[src/rtl/pipe_stage_skid.sv]
// Elastic valid/ready pipeline stage with a 2-entry skid buffer,
// synchronous flush and saturating stall/flush performance counters.
module pipe_stage_skid #(
    parameter int unsigned DATA_W     = 97,
    parameter bit          FLUSH_ZERO = 1'b1,
    parameter int unsigned CNT_W      = 16
) (
    input  logic              clk,
    input  logic              rst,
    input  logic              flush,
    input  logic              in_valid,
    output logic              in_ready,
    input  logic [DATA_W-1:0] in_data,
    output logic              out_valid,
    input  logic              out_ready,
    output logic [DATA_W-1:0] out_data,
    output logic [1:0]        occupancy,
    output logic [CNT_W-1:0]  stall_cycles,
    output logic [CNT_W-1:0]  flush_count
);

    // bit0 = main valid, bit1 = skid valid; handshake outputs come straight off these flops
    typedef enum logic [1:0] {
        EMPTY = 2'b00,
        ONE   = 2'b01,
        FULL  = 2'b11
    } state_t;

    localparam logic [CNT_W-1:0] CNT_MAX = '1;

    state_t            state, state_nxt;
    logic [DATA_W-1:0] main_d, skid_d;
    logic [DATA_W-1:0] main_nxt, skid_nxt;
    logic              main_v, skid_v;
    logic              fire_in, fire_out;

    assign main_v   = state[0];
    assign skid_v   = state[1];
    assign fire_in  = in_valid & ~skid_v;
    assign fire_out = main_v & out_ready;

    always_ff @(posedge clk) begin
        if (rst) begin
            state <= EMPTY;
        end else begin
            state <= state_nxt;
        end
    end

    always_comb begin
        state_nxt = state;
        if (flush) begin
            state_nxt = EMPTY;
        end else begin
            unique case (state)
                EMPTY: if (fire_in) state_nxt = ONE;
                ONE: begin
                    if (fire_in && !fire_out) state_nxt = FULL;
                    else if (!fire_in && fire_out) state_nxt = EMPTY;
                end
                FULL: if (fire_out) state_nxt = ONE;
                default: state_nxt = EMPTY;
            endcase
        end
    end

    always_comb begin
        main_nxt = main_d;
        skid_nxt = skid_d;
        if (flush) begin
            if (FLUSH_ZERO) begin
                main_nxt = '0;
                skid_nxt = '0;
            end
        end else begin
            unique case (state)
                EMPTY: if (fire_in) main_nxt = in_data;
                ONE: begin
                    if (fire_in && fire_out) main_nxt = in_data;
                    else if (fire_in) skid_nxt = in_data;
                end
                FULL: if (fire_out) main_nxt = skid_d;
                default: ;
            endcase
        end
    end

    always_ff @(posedge clk) begin
        if (rst) begin
            if (FLUSH_ZERO) begin
                main_d <= '0;
                skid_d <= '0;
            end
        end else begin
            main_d <= main_nxt;
            skid_d <= skid_nxt;
        end
    end

    always_ff @(posedge clk) begin
        if (rst) begin
            stall_cycles <= '0;
            flush_count  <= '0;
        end else begin
            if (main_v && !out_ready && stall_cycles != CNT_MAX)
                stall_cycles <= stall_cycles + 1'b1;
            if (flush && flush_count != CNT_MAX)
                flush_count <= flush_count + 1'b1;
        end
    end

    always_comb begin
        out_valid = main_v;
        out_data  = main_d;
        in_ready  = ~skid_v;
        occupancy = {1'b0, main_v} + {1'b0, skid_v};
    end

endmodule

[config.mk]
export PLATFORM = sky130hd
export DESIGN_NAME = pipe_stage_skid
export DESIGN_NICKNAME = d
export VERILOG_FILES = /design/src/rtl/pipe_stage_skid.sv
export SDC_FILE = /design/constraint.sdc
export NUM_CORES = 1
export LEC_CHECK = 0
export CORE_MARGIN = 1
export CORE_UTILIZATION = 33
export DETAILED_ROUTE_END_ITERATION = 7
export HOLD_SLACK_MARGIN = 0.15
export SLEW_MARGIN = 20
export SYNTH_ARGS = -nofsm -noshare
export SYNTH_HDL_FRONTEND = slang
export SYNTH_SLANG_ARGS = --single-unit
[constraint.sdc]
create_clock -name clk -period 4.6 [get_ports clk]
set_input_delay 0.92 -clock clk [delete_from_list [all_inputs] [get_ports clk]]
set_output_delay 0.92 -clock clk [all_outputs]
set_load 0.02 [all_outputs]
## After elaboration in Yosys (flattened, before gate mapping)

Cells that the tools add are included.

- Bits in registers: 228
- Output and inout port bits: 133

- Add/subtract/negate cells: 3
- Reductions and logical operators: 15
- Bitwise logic cells: 4
- Eq/ne operators: 8
- Muxes and demuxes: 9

Operators by type and width:

| operator | count |
|---|---|
| $mux W97 | 3 |
| $pmux W97 S3 | 1 |
| $add A16 B1 Y16 const B | 2 |
| $ne A16 B16 Y1 const B | 2 |
| $mux W2 | 4 |
| $logic_and A1 B1 Y1 | 6 |
| $ne A2 B2 Y1 const B | 3 |
| $pmux W2 S3 | 1 |
| $reduce_and A3 Y1 | 2 |
| $reduce_and A4 Y1 | 1 |
| $logic_not A1 Y1 | 3 |
| $ne A3 B3 Y1 const B | 1 |
| $reduce_bool A3 Y1 | 1 |
| $add A1 B1 Y2 | 1 |
| $and A1 B1 Y1 | 2 |
| $eq A2 B1 Y1 const B | 1 |
| $eq A2 B2 Y1 const B | 1 |
| $logic_not A2 Y1 | 1 |
| $not A1 Y1 | 2 |
| $reduce_or A2 Y1 | 1 |

## Depth between registers and ports, before layout

Gate-level depths: netlist (run 1).

- Depth in word-level cells: 7
- Depth in mapped cells: 10
- Mapped depth without buffers: 7

## Least setup slack after synthesis (run 1)

No wires, ideal clock.

- Path type: flip-flop to flip-flop
- From: register state[0]
- To: register main_d[15] (netlist: out_data[15])
- Path slack: 2.311 ns
- Data required time: 4.519 ns
- Cell stages (with the launch flop): 11
- Arrival time: 2.208 ns
- Path buffers: 4
- Clock period less this slack: 2.289 ns
- Path through: dfxtp_1 inv_1 ha_1 nor2_1 a41o_1 buf_2 and2_1 buf_2 buf_6 buf_6 a211oi_2

- Cells in the longest elaborated chain, start to end: 4

RTL lines:

| item | RTL line | source |
|---|---|---|
| from (decl) | 31 | `state_t state, state_nxt;` |
| from (signal assigned) | 46 | `state <= state_nxt;` |
| $and A1 B1 Y1 | 40 | `assign fire_out = main_v & out_ready;` |
| $logic_and A1 B1 Y1 | 79 | `if (fire_in && fire_out) main_nxt = in_data;` |
| $ne A2 B2 Y1 (no source line) | - |  |
| $reduce_and A4 Y1 (no source line) | - |  |
| to (signal assigned) | 95 | `main_d <= main_nxt;` |
| to (decl) | 32 | `logic [DATA_W-1:0] main_d, skid_d;` |

Parallel ways exist; a longest one is shown, timed or not.
A chain may end at the register's enable or synchronous reset.

## Worst setup path after layout (run 1)

- From: register state[0]
- To: output occupancy[0]

- Cells in the longest elaborated chain, start to end: 1

RTL lines:

| item | RTL line | source |
|---|---|---|
| $add A1 B1 Y2 | 116 | `occupancy = {1'b0, main_v} + {1'b0, skid_v};` |
| to (decl) | 17 | `output logic [1:0] occupancy,` |

Every way passes these cells.

==> results of run 1 <==
[report_power, final]
group | internal [mW] | switching (mW)
Clock | 1.26 | 0.821
Combinational | 0.291 | 0.379
Sequential | 2.04 | 0.0426
[layout make-up]
cell class	instances	area, µm²
sequential	228	4560
clock inverter	7	67.6
timing repair buffer	248	2520
inverter	13	48.8
fill	2716	15600
tap	384	480
clock buffer	38	807
multi-input combinational	756	4740
[Yosys cell counts, drive strengths merged (4+ instances only)]
cell    instances  area share, %
a211oi         99            9.2
a21oi         210             11
buf            35            2.0
clkbuf         56            2.2
dfxtp         228             47
ha              8            1.0
inv            11           0.43
mux2            5           0.58
mux2i         101             10
nand2         213            8.2
nand3          11           0.57
nand4           9           0.71
nor2           18           0.70
nor2b           4           0.26
nor3            8           0.41
nor4            4           0.26
o21ai          10           0.52
o31ai           8           0.62
o41ai           4           0.36
or3             7           0.45
or4             9           0.74
[how the worst min path moves through the flow]
stage,startpoint,end,slack (ns),depth (start not counted)
detailed placement,skid_d[10],skid_d[10],0.45,2
finish,skid_d[83],skid_d[83],0.45,2
global route,skid_d[80],skid_d[80],0.47,2
floorplan,skid_d[0],skid_d[0],0.44,2
CTS,skid_d[1],skid_d[1],0.45,2
global placement,skid_d[87],skid_d[87],0.44,2
[flip-flops by register name (all words and copies together) (netlist names)]
name and flops:
stall_cycles 16, out_data 97, skid_d 97, flush_count 16, state 2
[critical path, delay by kind of cell, from the launching register on]
kind | cells | cell delay [ns]
fa+ha+maj | 1 | 0.37
flops | 1 | 0.59
buf+inv | 2 | 0.79
[per-layer routing]
layer	share of wire, %	track usage, %	vias up
met5	0	0	-
met4	2.0	4.90	0
met3	7.3	4.63	43
met2	45	29.4	240
met1	46	23.3	3996
li1	-	-	4256
[per-stage QoR]
step | power [mW] | hold WS [ns]
after floorplan | 2.49 | 0.436
after global placement | 2.79 | 0.441
after detailed placement | 2.80 | 0.446
after CTS | 4.90 | 0.454
after global routing | 5.04 | 0.467
final | 4.84 | 0.452
[cells by family (layout without fill, tap and decap cells)]
group / after synthesis / after routing / share of synthesized area, %
adder cells (fa/ha/maj): 8 / 8 / 1.03
multiplexers: 106 / 106 / 11.0
AND/OR/NAND/NOR: 297 / 297 / 13.4
XOR/XNOR: 1 / 1 / 0.0903
AO/OA/AOI/OAI: 344 / 344 / 22.8
buffers and inverters: 104 / 306 / 4.66
flip-flops: 228 / 228 / 47.0
==> impl_metrics.ini, run 1 <==
[outcome]
outcome = finished clean

[layout]
final_area_mm2 = 0.0132
ant_diodes = 0
post_route_cells_drive_above_1_share_pct = 8.37
final_cells = 1674
layout.cells.most_common_list = sky130_fd_sc_hd__clkdlybuf4s50_1 (234), sky130_fd_sc_hd__dfxtp_1 (228), sky130_fd_sc_hd__nand2_1 (212)
post_route_core_utilization_pct = 46.0
areaGrowthSynthToFinish_pct = 36.3
design.final.nets = 1383
final_common_cell = sky130_fd_sc_hd__clkdlybuf4s50_1

[placement]
gpl.final_weighted_congestion = 0.799
dpl.cell_count = 1629
dpl_wire_length_um = 17200
dp_worst_setup_slack_ns = 1.47
cell_area_reported_after_detailed_placement_mm2 = 0.0124
numPortBuffers = 234

[pwr]
vdd_drop_max_uv = 207
power_density_of_the_placed_cells_mw_per_mm2 = 366
p_leak_nw = 4.16

[flow_run]
maxCapViolations = 0

[cts]
cts_repair_resize_count = 0
cts-buffers-inserted = 26
cts_max_level = 1
cts-hold-fix-buffers = 0
cts_max_path_buffers = 3
cts.sinks = 228
clock_transition_at_the_registers_of_the_reported_paths_ns = 0.06
post_cts_repair_setup_buffers = 0
worstSkewPairLatency_ns = 0.52
tritoncts = built
cts-root-buf = sky130_fd_sc_hd__clkbuf_16

[floorplan]
placeableCoreArea_mm2 = 0.0288
die_area_mm2 = 0.0301
initial_util_pct = 33.7
row_count = 62
top_level_ports = 235
die_h_um = 173
die_x_extent_um = 173

[routing]
wire_per_inst_um = 16.6
avg_vias_per_cell = 5.10
drt_iter0_drc = 514
postRouteAntennaNets = 0
route.final.wire_length_um = 27800
first_pass_iters = 5
drc_errors = 0
route.vias.total = 8535

[critical_path]
critPathMaxFanout = 10
worstSetupStartpointType = flip-flop
timing.reg2reg.setup_slack_ns = 1.95
ff2ff_path_depth = 7
crit-reg2reg-launch = state[0]
cp_data_required_time_ns = 3.68
crit-reg2reg-capture = out_data[94]
critPathLaunch = state[0]
arrival_ns = 2.27
endpoint = occupancy[0]
worst_path_largest_cell_delay_ns = 0.62
worst_setup_path_end_kind = output pin
crit_path_cell_trace = inv_1 -> ha_1 -> clkdlybuf4s50_1
cpMaxStageDelayCell = sky130_fd_sc_hd__clkdlybuf4s50_1
setup.worst_path.class = flip-flop to output pin

[logic_synthesis]
seq_area_frac_synth_pct = 47.0
yosys_reg_bits = 228
synth_edf_count = 0
synthFlopType = sky130_fd_sc_hd__dfxtp_1
post_synth_instance_area_mm2 = 0.00970
ys_types = 49
postSynthNetCount = 1198
postSynth.asyncResetShare_pct = 0
postSynthAreaPerCell_um2 = 8.92
synth_warnings = 0
synthesis.instances = 1088

[sta]
final.period_utilization_pct = 69.4
setup_viol_count_final = 0
setup_ws_ns = 1.41
finalMaxSlewViolations = 0
max_freq_mhz = 313
timing.clock.skew_ns = 0.0132
worst_slew_margin_rel_pct = 37.5
grt_setup_unrepaired = no
totalNegativeSetupSlack_ns = 0
final_hold_viol_count = 0
period_needed_ns = 3.19
tightestPinTransition_ns = 0.937

[global_route]
number_of_global_route_vias_before_repair = 8165
globalRouteTotalUtil_pct = 17.9
globalRouteOverflowTotal = 0
grt_antenna_before_repair = 0
grt_max_degree = 101
first_pass_grt_wire_length_um = 44400

[hold_path]
hold_class = flip-flop to flip-flop
Note: power is estimated with default switching activity, not from simulation.
==> run 2, diff against run 1 <==
==> constraint.sdc (replaced) <==
create_clock -name clk -period 3.06 [get_ports clk]
set_input_delay 0.612 -clock clk [delete_from_list [all_inputs] [get_ports clk]]
set_output_delay 0.612 -clock clk [all_outputs]
set_load 0.02 [all_outputs]
==> run 2 against run 1 <==
Cell count up 0.42%. Sequential share of layout area down 0.26 points. Setup slack worse by 1.2 ns. Critical endpoint unchanged. Largest cell class unchanged. Highest routed layer unchanged.
==> impl_metrics.ini, run 2 (synthesis results as in run 1) <==
[routing]
drt_iter0_drc = 525
avg_vias_per_cell = 5.12
postRouteAntennaNets = 0
first_pass_iters = 5
route.vias.total = 8606
drc_errors = 0
route.final.wire_length_um = 27500
wire_per_inst_um = 16.4

[critical_path]
crit-reg2reg-capture = out_data[77]
cp_data_required_time_ns = 2.45
critPathMaxFanout = 10
arrival_ns = 2.27
critPathBufInv = 2
setup.worst_path.class = flip-flop to output pin
cpMaxStageDelayCell = sky130_fd_sc_hd__clkdlybuf4s50_1
worstSetupStartpointType = flip-flop
timing.critical_path.max_delay_family = buffers and inverters
crit_path_cell_trace = inv_1 -> ha_1 -> clkdlybuf4s50_1
critPathLaunch = state[0]
worst_setup_path_end_kind = output pin
worst_path_largest_cell_delay_ns = 0.63
crit-reg2reg-launch = state[0]
ff2ff_path_depth = 7
timing.reg2reg.setup_slack_ns = 0.56

[pwr]
p_leak_nw = 4.19
total_power_mw = 7.09
clock_share_of_power_pct = 41.1
int_power_mw = 5.28
p_sw_share_pct = 25.5
power_density_of_the_placed_cells_mw_per_mm2 = 532
seq_power_share_pct = 44.2
p_comb_share_pct = 14.7
vdd_drop_max_uv = 315
p_sw_mw = 1.81

[floorplan]
initial_util_pct = 33.7
row_count = 62
placeableCoreArea_mm2 = 0.0288
die_h_um = 173
die_area_mm2 = 0.0301
die_x_extent_um = 173
top_level_ports = 235

[global_route]
globalRouteTotalUtil_pct = 18.0
globalRouteOverflowTotal = 0
grt_max_degree = 98
first_pass_grt_wire_length_um = 44800
number_of_global_route_vias_before_repair = 8434
grt_antenna_before_repair = 0

[sta]
totalNegativeSetupSlack_ns = 0
setup_viol_count_final = 0
timing.clock.skew_ns = 0.00619
final.period_utilization_pct = 94.2
tightestPinTransition_ns = 0.658
setup_ws_ns = 0.178
final_hold_viol_count = 0
grt_setup_unrepaired = no
period_needed_ns = 2.88
worst_slew_margin_rel_pct = 55.7
max_freq_mhz = 347
finalMaxSlewViolations = 0

[layout]
areaGrowthSynthToFinish_pct = 37.4
design.final.nets = 1391
post_route_cells_drive_above_1_share_pct = 8.25
final_cells = 1681
final_common_cell = sky130_fd_sc_hd__clkdlybuf4s50_1
layout.cells.most_common_list = sky130_fd_sc_hd__clkdlybuf4s50_1 (234), sky130_fd_sc_hd__dfxtp_1 (228), sky130_fd_sc_hd__nand2_1 (212)
final.fill_count = 2718
ant_diodes = 0
final_area_mm2 = 0.0133

[placement]
gpl.final_weighted_congestion = 0.777
dp_worst_setup_slack_ns = 0.337
cell_area_reported_after_detailed_placement_mm2 = 0.0125
numPortBuffers = 234
dpl.cell_count = 1637
dpl_wire_length_um = 17100

[flow_run]
maxCapViolations = 0

[cts]
cts_max_path_buffers = 3
cts-hold-fix-buffers = 0
cts_repair_resize_count = 0
worstSkewPairLatency_ns = 0.52
cts.sinks = 228
post_cts_repair_setup_buffers = 0
cts-buffers-inserted = 26
tritoncts = built
clock_transition_at_the_registers_of_the_reported_paths_ns = 0.06
cts-root-buf = sky130_fd_sc_hd__clkbuf_16
cts_max_level = 1

[hold_path]
min-delay-start = skid_d[40]
timing.hold.worst_path_depth = 2
hold_end = skid_d[40]
hold_class = flip-flop to flip-flop

[outcome]
outcome = finished clean
## run 2: cell count changes in the layout (fill, tap and decap cells not counted), sizes merged
cell	previous run	this run
bufinv	1	0
buf	14	22
clkinv	8	3
clkbuf	38	43
## run 2: worst min-delay path, delay by kind of cell, from the launching register on
| kind | cells | cell delay, ns |
|---|---|---|
| AOI/OAI and AO/OA | 1 | 0.05 |
| DFF | 1 | 0.31 |
| and+or+nand+nor | 1 | 0.05 |
## run 2: routing by layer
| layer | track usage, % | vias to the layer above | share of wire, % |
|---|---|---|---|
| met5 | 0 | - | 0 |
| met4 | 4.94 | 0 | 2.3 |
| met3 | 5.13 | 37 | 7.6 |
| met2 | 30.0 | 225 | 45 |
| met1 | 22.7 | 4055 | 45 |
| li1 | - | 4289 | - |
## run 2: power by group through the flow
stage	clock network (mW)	registers, mW	logic [mW]
6_report	2.92	3.13	1.04
5_1_grt	3.13	3.14	1.12
4_1_cts	3.01	3.13	1.05
3_5_place_dp	0	3.20	1.05
3_3_place_gp	0	3.20	1.04
2_1_floorplan	0	3.28	0.464
## run 2: per-stage QoR
stage | hold WS, ns | util, %
floorplan | 0.436 | -
global placement | 0.441 | 43.5
detailed placement | 0.446 | 43.5
CTS | 0.454 | 46.3
global route | 0.466 | 46.3
finish | 0.452 | 46.3
## run 2: worst max-delay path by stage
stage,end,slack (ns),cells after the start
after detailed placement,out_data[75],0.34,7
final,occupancy[0],0.18,3
after global placement,out_data[75],0.36,7
after global routing,occupancy[0],0.02,3
after floorplan,out_data[15],0.77,10
after CTS,occupancy[0],0.14,3
## run 2: layout make-up
cell class | instances | area, µm² | share of cell area (%)
clock buffer | 43 | 796 | 5.97
clock inverter | 1 | 5.00 | 0.0376
inverter | 13 | 48.8 | 0.366
multi-input combinational | 756 | 4740 | 35.6
sequential | 228 | 4560 | 34.2
tap | 384 | 480 | 3.60
timing repair buffer | 256 | 2700 | 20.2
==> run 3, diff against run 2 <==
--- a/config.mk
+++ b/config.mk
@@ -5,6 +5,7 @@
 export SDC_FILE = /design/constraint.sdc
 export NUM_CORES = 1
 export LEC_CHECK = 0
+export CORE_ASPECT_RATIO = 1.25
 export CORE_MARGIN = 1
 export CORE_UTILIZATION = 33
 export DETAILED_ROUTE_END_ITERATION = 7
==> run 3 against run 2 <==
Clock-buffer cell count decreased by 8. Largest power group unchanged. Cell count about the same. Sequential cell count unchanged. Critical path type unchanged. Clock skew increased by 0.0043 ns. Highest routed layer unchanged. Combinational power about the same. Routed wire length increased by 1.6%. Sequential share of layout area increased by 0.38 points.
==> impl_metrics.ini, run 3 (synthesis results as in run 1) <==
[cts]
cts.sinks = 228
cts_repair_resize_count = 0
cts-buffers-inserted = 24
cts_max_path_buffers = 3
worstSkewPairLatency_ns = 0.52
cts-hold-fix-buffers = 0
cts_max_level = 1
tritoncts = built
clock_transition_at_the_registers_of_the_reported_paths_ns = 0.06
post_cts_repair_setup_buffers = 0
cts-root-buf = sky130_fd_sc_hd__clkbuf_16

[pwr]
vdd_drop_max_uv = 352
p_sw_share_pct = 26.4
seq_power_share_pct = 45.6
clock_share_of_power_pct = 39.3
p_sw_mw = 1.82
p_comb_share_pct = 15.1
int_power_mw = 5.06
p_leak_nw = 4.12
power_density_of_the_placed_cells_mw_per_mm2 = 522

[hold_path]
timing.hold.worst_path_depth = 2
hold_class = flip-flop to flip-flop

[layout]
layout.cells.most_common_list = sky130_fd_sc_hd__clkdlybuf4s50_1 (234), sky130_fd_sc_hd__dfxtp_1 (228), sky130_fd_sc_hd__nand2_1 (212)
final_common_cell = sky130_fd_sc_hd__clkdlybuf4s50_1
design.final.nets = 1388
areaGrowthSynthToFinish_pct = 35.9
post_route_cells_drive_above_1_share_pct = 7.98

[critical_path]
cp_data_required_time_ns = 2.45
ff2ff_path_depth = 7
worstSetupStartpointType = flip-flop
critPathMaxFanout = 5
arrival_ns = 2.07
worst_setup_path_end_kind = output pin
setup.worst_path.class = flip-flop to output pin

[sta]
final_hold_viol_count = 0
period_needed_ns = 2.68
final.period_utilization_pct = 87.6
grt_setup_unrepaired = no
finalMaxSlewViolations = 0
worst_slew_margin_rel_pct = 43.7
timing.clock.skew_ns = 0.0105
setup_viol_count_final = 0
hold-worst-slack_ns = 0.452
max_freq_mhz = 373
tightestPinTransition_ns = 0.845
totalNegativeSetupSlack_ns = 0

[global_route]
globalRouteOverflowTotal = 0
grt_antenna_before_repair = 1
globalRouteTotalUtil_pct = 17.8
number_of_global_route_vias_before_repair = 8189
first_pass_grt_wire_length_um = 43800
grt_max_degree = 79

[routing]
route.vias.total = 8659
avg_vias_per_cell = 5.15
drt_iter0_drc = 389
postRouteAntennaNets = 0
wire_per_inst_um = 16.6
route.final.wire_length_um = 28000
drc_errors = 0
first_pass_iters = 4

[floorplan]
die_x_extent_um = 155
initial_util_pct = 33.9
die_h_um = 194
placeableCoreArea_mm2 = 0.0287
die_area_mm2 = 0.0301
row_count = 69
top_level_ports = 235

[placement]
dpl_wire_length_um = 17700
numPortBuffers = 234
gpl.final_weighted_congestion = 0.805

[outcome]
outcome = finished clean

[flow_run]
maxCapViolations = 0
-- run 3: changes by cell type in the layout (fill, tap and decap cells not counted), sizes merged --
cell,previous run,this run
clkbuf,43,35
buf,22,21
diode,0,1
clkinv,3,6
-- run 3: power groups by stage --
stage | registers (mW) | logic (mW) | clock network, mW
after CTS | 3.13 | 1.05 | 2.79
after floorplan | 3.28 | 0.464 | 0
final | 3.13 | 1.04 | 2.71
after global routing | 3.14 | 1.12 | 2.89
after global placement | 3.20 | 1.04 | 0
after detailed placement | 3.20 | 1.05 | 0
-- run 3: metrics by stage --
step	util [%]	total power, mW	std cells	worst slack (ns)	area, µm²
after floorplan	-	3.75	1088	0.771	9700
after global placement	43.5	4.24	1642	0.346	12500
after detailed placement	43.5	4.25	1642	0.327	12500
after CTS	46.0	6.97	1681	0.332	13200
after global routing	46.0	7.15	1681	0.285	13200
final	46.0	6.88	1682	0.380	13200
-- run 3: layout make-up --
class / count / area (µm²)
inverter: 13 / 48.8
multi-input combinational: 756 / 4740
tap: 390 / 488
fill: 2812 / 15500
antenna: 1 / 2.50
sequential: 228 / 4560
clock inverter: 4 / 20.0
clock buffer: 35 / 683
timing repair buffer: 255 / 2640
-- run 3: final timing paths --
check            endpoint  slack, ns       start
min reg2reg    skid_d[76]       0.45  skid_d[76]
min            skid_d[76]       0.45  skid_d[76]
max reg2reg  out_data[71]       0.96    state[1]
max          occupancy[0]       0.38    state[1]
-- run 3: worst max-delay path, stage by stage, from the launching register on --
cell and delay (ns):
sky130_fd_sc_hd__dfxtp_1 0.44, sky130_fd_sc_hd__inv_1 0.13, sky130_fd_sc_hd__ha_1 0.34, sky130_fd_sc_hd__clkdlybuf4s50_1 0.64
-- run 3: layer usage --
layer | global-route usage, % | vias to the layer above | part of all wire, % | wire (µm)
met3 | 2.93 | 43 | 5.3 | 1490
met1 | 22.8 | 4127 | 44 | 12200
li1 | - | 4259 | - | -
met4 | 5.27 | 0 | 2.2 | 616
met2 | 30.4 | 230 | 49 | 13700
met5 | 0 | - | 0 | 0
